--- src/rtl/serial_add_engine.sv ---
// Bit-serial adder: operands shift LSB-first through a one-bit
// full-adder cell and a carry flop, collecting the sum serially.

// One-bit full-adder cell driven by the sequencing stage below
module serial_add_fa_cell (
    input  logic i_a,
    input  logic i_b,
    input  logic i_c,
    output logic o_sum,
    output logic o_carry
);

    // Sum is odd parity, carry is the majority of the three inputs
    always_comb begin
        o_sum   = i_a ^ i_b ^ i_c;
        o_carry = (i_a & i_b) | (i_a & i_c) | (i_b & i_c);
    end

endmodule

module serial_add_engine #(
    parameter int WIDTH = 8
) (
    input  logic             clk,
    input  logic             rst_n,
    input  logic             i_in_valid,
    output logic             o_in_ready,
    input  logic [WIDTH-1:0] i_a,
    input  logic [WIDTH-1:0] i_b,
    input  logic             i_cin,
    output logic             o_out_valid,
    input  logic             i_out_ready,
    output logic [WIDTH-1:0] o_sum,
    output logic             o_cout,
    output logic             o_ovf
);

    localparam int CW = (WIDTH <= 1) ? 1 : $clog2(WIDTH);
    localparam logic [CW-1:0] LAST = CW'(WIDTH - 1);

    localparam logic [1:0] S_IDLE  = 2'd0;
    localparam logic [1:0] S_SHIFT = 2'd1;
    localparam logic [1:0] S_DONE  = 2'd2;

    logic [1:0]       r_state;
    logic [1:0]       w_state_nxt;
    logic [WIDTH-1:0] r_a_sr;
    logic [WIDTH-1:0] r_b_sr;
    logic [WIDTH-1:0] r_sum_sr;
    logic [WIDTH-1:0] w_sum_sr_nxt;
    logic             r_carry;
    logic [CW-1:0]    r_cnt;
    logic [WIDTH-1:0] r_sum;
    logic             r_cout;
    logic             r_ovf;
    logic             w_fa_sum;
    logic             w_fa_carry;
    logic             w_accept;
    logic             w_last;

    serial_add_fa_cell u_cell (
        .i_a     (r_a_sr[0]),
        .i_b     (r_b_sr[0]),
        .i_c     (r_carry),
        .o_sum   (w_fa_sum),
        .o_carry (w_fa_carry)
    );

    // New sum bit enters at the MSB so that after WIDTH shifts
    // bit 0 of the result sits at bit 0 of the register
    generate
        if (WIDTH == 1) begin : g_w1
            assign w_sum_sr_nxt = w_fa_sum;
        end else begin : g_wn
            assign w_sum_sr_nxt = {w_fa_sum, r_sum_sr[WIDTH-1:1]};
        end
    endgenerate

    assign w_accept    = (r_state == S_IDLE) && i_in_valid;
    assign w_last      = (r_state == S_SHIFT) && (r_cnt == LAST);
    assign o_in_ready  = (r_state == S_IDLE);
    assign o_out_valid = (r_state == S_DONE);
    assign o_sum       = r_sum;
    assign o_cout      = r_cout;
    assign o_ovf       = r_ovf;

    // Next-state: accept, shift WIDTH bits, hold until handshake
    always_comb begin
        w_state_nxt = r_state;
        case (r_state)
            S_IDLE: begin
                if (i_in_valid) begin
                    w_state_nxt = S_SHIFT;
                end
            end
            S_SHIFT: begin
                if (r_cnt == LAST) begin
                    w_state_nxt = S_DONE;
                end
            end
            S_DONE: begin
                if (i_out_ready) begin
                    w_state_nxt = S_IDLE;
                end
            end
            default: w_state_nxt = S_IDLE;
        endcase
    end

    // State register
    always_ff @(posedge clk or negedge rst_n) begin
        if (!rst_n) begin
            r_state <= S_IDLE;
        end else begin
            r_state <= w_state_nxt;
        end
    end

    // Operand load and LSB-first shift through the cell
    always_ff @(posedge clk or negedge rst_n) begin
        if (!rst_n) begin
            r_a_sr   <= '0;
            r_b_sr   <= '0;
            r_sum_sr <= '0;
            r_carry  <= 1'b0;
            r_cnt    <= '0;
        end else if (w_accept) begin
            r_a_sr  <= i_a;
            r_b_sr  <= i_b;
            r_carry <= i_cin;
            r_cnt   <= '0;
        end else if (r_state == S_SHIFT) begin
            r_sum_sr <= w_sum_sr_nxt;
            r_a_sr   <= r_a_sr >> 1;
            r_b_sr   <= r_b_sr >> 1;
            r_carry  <= w_fa_carry;
            r_cnt    <= r_cnt + CW'(1);
        end
    end

    // Result capture on the final shift; carry here is the MSB carry-in
    always_ff @(posedge clk or negedge rst_n) begin
        if (!rst_n) begin
            r_sum  <= '0;
            r_cout <= 1'b0;
            r_ovf  <= 1'b0;
        end else if (w_last) begin
            r_sum  <= w_sum_sr_nxt;
            r_cout <= w_fa_carry;
            r_ovf  <= r_carry ^ w_fa_carry;
        end
    end

endmodule
--- config.mk ---
export PLATFORM = sky130hd
export DESIGN_NAME = serial_add_engine
export DESIGN_NICKNAME = d
export VERILOG_FILES = /design/src/rtl/serial_add_engine.sv
export SDC_FILE = /design/constraint.sdc
export NUM_CORES = 1
export LEC_CHECK = 0
export CORE_AREA = 4 4 72 74
export CTS_CLUSTER_DIAMETER = 150
export CTS_CLUSTER_SIZE = 8
export DETAILED_ROUTE_END_ITERATION = 6
export DIE_AREA = 0 0 76 78
export PLACE_DENSITY = 0.71
export SLEW_MARGIN = 20
export SYNTH_ARGS = -nofsm -noshare
export SYNTH_HDL_FRONTEND = slang
export SYNTH_SLANG_ARGS = --single-unit
--- constraint.sdc ---
create_clock -name clk -period 1.75 [get_ports clk]
set_input_delay 0.35 -clock clk [delete_from_list [all_inputs] [get_ports clk]]
set_output_delay 0.35 -clock clk [all_outputs]
set_load 0.02 [all_outputs]
Word level (Yosys, flattened, before mapping)
Cells that the tools add are included.
{ "totals": {"inputBits": 21, "reg_bits": 40, "out_inout_bits": 12} }
{ "op_classes": {"mux": 12, "n_eq_ne": 6, "addsub": 1, "bitwise": 9, "n_reduce_logical": 6} }
{ "op_table": {"columns": ["cell", "count"], "rows": [
  ["$mux 8", 4],
  ["$mux 2", 3],
  ["$mux 3", 2],
  ["$pmux 2 s3", 1],
  ["$ne 2x2->1 const B", 2],
  ["$add 3x1->3 const B", 1],
  ["$and 1x1->1", 3],
  ["$eq 3x3->1 const B", 1],
  ["$reduce_and 3->1", 1],
  ["$xor 1x1->1", 3],
  ["$eq 2x1->1 const B", 1],
  ["$eq 2x2->1 const B", 1],
  ["$logic_and 1x1->1", 2],
  ["$logic_not 2->1", 1],
  ["$mux 1", 2],
  ["$ne 2x1->1 const B", 1],
  ["$or 1x1->1", 2],
  ["$reduce_and 2->1", 1],
  ["$reduce_bool 2->1", 1],
  ["$not 1->1", 1]
]} }

Depth between registers and ports, before layout
{ "logic_depth": {"word_depth": 5, "depth_mapped": 5, "mapped_depth_nobuf": 4} }

By module
From an unflattened synthesis, not the netlist that was laid out.
{ "unflattened": {"cells_unflattened": 156, "area_unflattened_um2": 1764.2} }
{ "modules_own_cells": {"columns": ["module", "area_per_inst_um2", "instances", "seq_area_each_um2", "cells_each"], "rows": [
  ["serial_add_engine", 1744.2, 1, 975.9, 155],
  ["serial_add_fa_cell", 20.0, 1, 0.0, 1]
]} }

Worst setup path after synthesis
No wires, ideal clock.
{ "synth_path": {"kind": "reg-to-reg", "startpoint": "register r_cnt[0]", "endpoint": "register r_cout, in the netlist o_cout", "slack_ps": 248, "required_time_ps": 1625, "arrival_time_ps": 1377, "setup_time_ps": 125, "stages_incl_launch_ff": 6, "cell_sequence": "dfrtp_1 > ha_1 > ha_1 > nand3b_1 > buf_2 > mux2_2"} }
{ "synth_between": {"elab_chain_cells": 2} }
{ "synth_lines": {"columns": ["element", "line_no", "rtl"], "rows": [
  ["start, declared", "52", "logic [CW-1:0] r_cnt;"],
  ["start signal, assigned", "137", "r_cnt <= r_cnt + CW'(1);"],
  ["$eq 3x3->1", "80", "assign w_last = (r_state == S_SHIFT) && (r_cnt == LAST);"],
  ["$logic_and 1x1->1", "80", null],
  ["end signal, assigned", "149", "r_cout <= w_fa_carry;"],
  ["end, declared", "54", "logic r_cout;"]
]} }
Every way passes these cells.
A chain may end at the register's enable or synchronous reset.

Worst setup path after layout
{ "layout_path": {"startpoint": "register r_state[0]", "endpoint": "output o_in_ready"} }
{ "layout_between": {"elab_chain_cells": 1} }
{ "layout_lines": {"columns": ["element", "line_no", "rtl"], "rows": [
  ["start, declared", "45", "logic [1:0] r_state;"],
  ["start signal, assigned", "115", "r_state <= w_state_nxt;"],
  ["$logic_not 2->1", "81", "assign o_in_ready = (r_state == S_IDLE);"],
  ["end, declared", "27", "output logic o_in_ready,"]
]} }
Every way passes these cells.

==> summary.md <==
| Metric | Value |
|---|---|
| Top cells by area, synth | dfrtp_1, mux2_2, a222oi_1 |
| ANT cells | 0 |
| Final TNS setup | 0 ns |
| Number of max-cap violations | 0 |
| CTS tree | done |
| Area share of the largest cell type after synthesis | 0.555 |
| Net Count, Synth | between 150 and 200 |
| Starting Density | 0.383 |
| Worst endpoint required time | approximately 1.4 ns |
| Hold-fix buffers, CTS | 0 |
| Mapped Area | about 1800 um^2 |
| # IOs | 33 |
| Fraction of final layout cells sized beyond drive strength 1 | 0.189 |
| Worst hold path type | input pin to asynchronous set/reset pin |
| Final Max Slew Viols | 0 |
| Fill cell count | 425 |
| Register area share after synthesis | 0.555 |
| Via count | ~1.2k |
| Final Net Count | between 200 and 250 |
| Power per cell area | between 1500 and 2000 nW/um^2 |
| Final wirelength | approximately 3400 um |
| First-pass GRT wire length | 5870 um |
| Unrepaired setup endpoints after global routing | no |
| Syn Area/Cell | between 10 and 15 um^2 |
| Post-route ant nets | 0 |
| Worst skew pair latency | approximately 0.29 ns |
| YS warnings | 0 |
| Syn Inst Count | between 100 and 150 |
| Worst Path Arrival | between 1 and 1.5 ns |
| Vias per cell | ~5.2 |
| WHS | slightly above 0.1 ns |
| Violated checks | design-rule violations |
| Core Area | between 4000 and 5000 um^2 |
| Total die area | between 5000 and 6000 um^2 |
| Num rows | 25 |
| Total number of H-tree levels | 2 |
| Synth area leader | dfrtp_1 |
| Fmax achieved | 616 MHz |
| Crit. End Element | output pin |
| Pin slew with the least headroom to its limit | roughly 0.53 ns |
| EDFF count, synth | 0 |
| Post CTS Setup Buffer Count | 0 |
| Worst setup SP type | flop |
| Avg WL per Cell | 14.4 um |
| Number of CTS-inserted buffers | 5 |
| Residual DRC count | 1 |
| Worst IR Drop VDD | between 700 and 800 uV |
| PortBufs | 32 |
| Most common cell after layout, fill and taps aside | dfrtp_1 |
| Pin count of the biggest net entering global routing | 40 |
| Total gr overflow | 0 |
| Synth Register Bits | 39 |
| Crit path time final | approximately 1.6 ns |
| Clock slew at reported path FFs | about 0.07 ns |
| Gpl congestion | between 0.7 and 0.8 |
| Worst Skew | approximately 0.0053 ns |
| Library cells used by synthesis | 23 |
| Leakage power | ~0.97 nW |
| Final setup viols | 0 |
| Die W | ~76 um |
| Main flop type after synthesis | dfrtp_1 |
| Most frequent cells in the layout | dfrtp_1, clkdlybuf4s50_1, inv_1, mux2_2 |
| First drt pass iteration count | 7 |
| CTS Sinks | 39 |
| Period utilization | 0.927 |
| Synthesis-to-finish area growth | 25.9% |
| Vias in the first global route | around 1.3k |
| Status | finished with violations |
| Largest fanout on the critical path | 7 |
| Total track usage | 0.123 |
| Initial DRC count | 96 |
| Slew margin rel. | 0.648 |
| Setup CP Type | flop to output pin |
| Antenna violations before repair | 0 |
| Die height | just under 80 um |
| Final hold vios | 0 |
| CTS resizes | 2 |
| FFs w/ async S/R, synth | 1.00 |
| Root buffer selected by CTS | clkbuf_8 |
| CTS Buffer Depth | 2 |
| Hpwl dp | approximately 2300 um |
-- worst max-delay path, stage by stage, from the launching register on --
cell and delay [ns]:
dfrtp_1 0.45, nor2_1 0.18, dlygate4sd2_1 0.36
-- final timing paths --
path / cells past startpoint / to / slack (ns) / startpoint
worst max-delay path: 2 / o_in_ready / 0.13 / r_state[0]
worst min-delay path: 2 / o_sum[6] / 0.10 / rst_n
worst max register to register: 5 / o_cout / 0.20 / r_cnt[0]
worst min register to register: 1 / o_sum[4] / 0.50 / o_sum[4]
max in group asynchronous: 2 / r_state[0] / 1.31 / rst_n
min in group clk: 1 / o_sum[4] / 0.50 / o_sum[4]
-- cells in the mapped netlist (2+ instances only) --
| library cell | count |
|---|---|
| dfrtp_1 | 39 |
| inv_1 | 18 |
| mux2_2 | 18 |
| nor2_1 | 9 |
| nor3b_1 | 9 |
| a211oi_1 | 8 |
| nor4b_1 | 8 |
| a222oi_1 | 7 |
| buf_2 | 5 |
| clkbuf_1 | 4 |
| buf_6 | 3 |
| a22o_1 | 2 |
| ha_1 | 2 |
| nor2b_1 | 2 |
-- where the power goes --
group          total (mW)  switching (mW)  internal, mW
registers            1.57           0.233          1.34
clock network       0.578           0.299         0.279
logic                1.68           0.783         0.895
-- cells by family (layout without fill, tap and decap cells) --
group | Yosys count | in the layout | share of synthesized area
fa+ha+maj | 3 | 3 | 0.0256
flops | 39 | 39 | 0.555
simple gates | 30 | 30 | 0.112
compound gates | 22 | 22 | 0.107
buf+inv | 30 | 67 | 0.0804
mux | 18 | 18 | 0.115
xor+xnor | 1 | 1 | 0.00498
-- through the flow --
step | worst slack [ns] | area, um^2 | utilization | total power, mW | cells
3_3_place_gp | 0.150 | 2140 | 0.464 | 3.21 | 226
3_5_place_dp | 0.0335 | 2140 | 0.464 | 3.30 | 226
6_report | 0.127 | 2210 | 0.482 | 3.83 | 234
4_1_cts | 0.111 | 2210 | 0.482 | 3.88 | 234
2_1_floorplan | 0.248 | 1760 | - | 2.74 | 143
5_1_grt | 0.0366 | 2210 | 0.482 | 4.12 | 234
-- sequential cells by signal (all words and copies together) (netlist names) --
name	cells
o_ovf	1
r_state	2
o_sum	8
r_b_sr	8
r_a_sr	8
r_carry	1
r_cnt	3
r_sum_sr	7
o_cout	1
-- per-layer routing --
layer,vias to the layer above,track usage,routed length (um)
met5,-,0,0
met4,0,0.0658,55
met3,7,0.0394,196
met2,36,0.209,1650
met1,602,0.136,1470
li1,581,-,-
-- area by class of cell --
type | count | area [um^2] | area share
inverters | 18 | 67.6 | 0.0305
multi-input cells | 74 | 642 | 0.290
repair buffers | 41 | 380 | 0.172
flip-flops and latches | 39 | 976 | 0.441
well taps | 54 | 67.6 | 0.0305
clock buffers | 7 | 76.3 | 0.0345
clock inverters | 1 | 5.00 | 0.00226
Power figures use the tool's default switching activity.
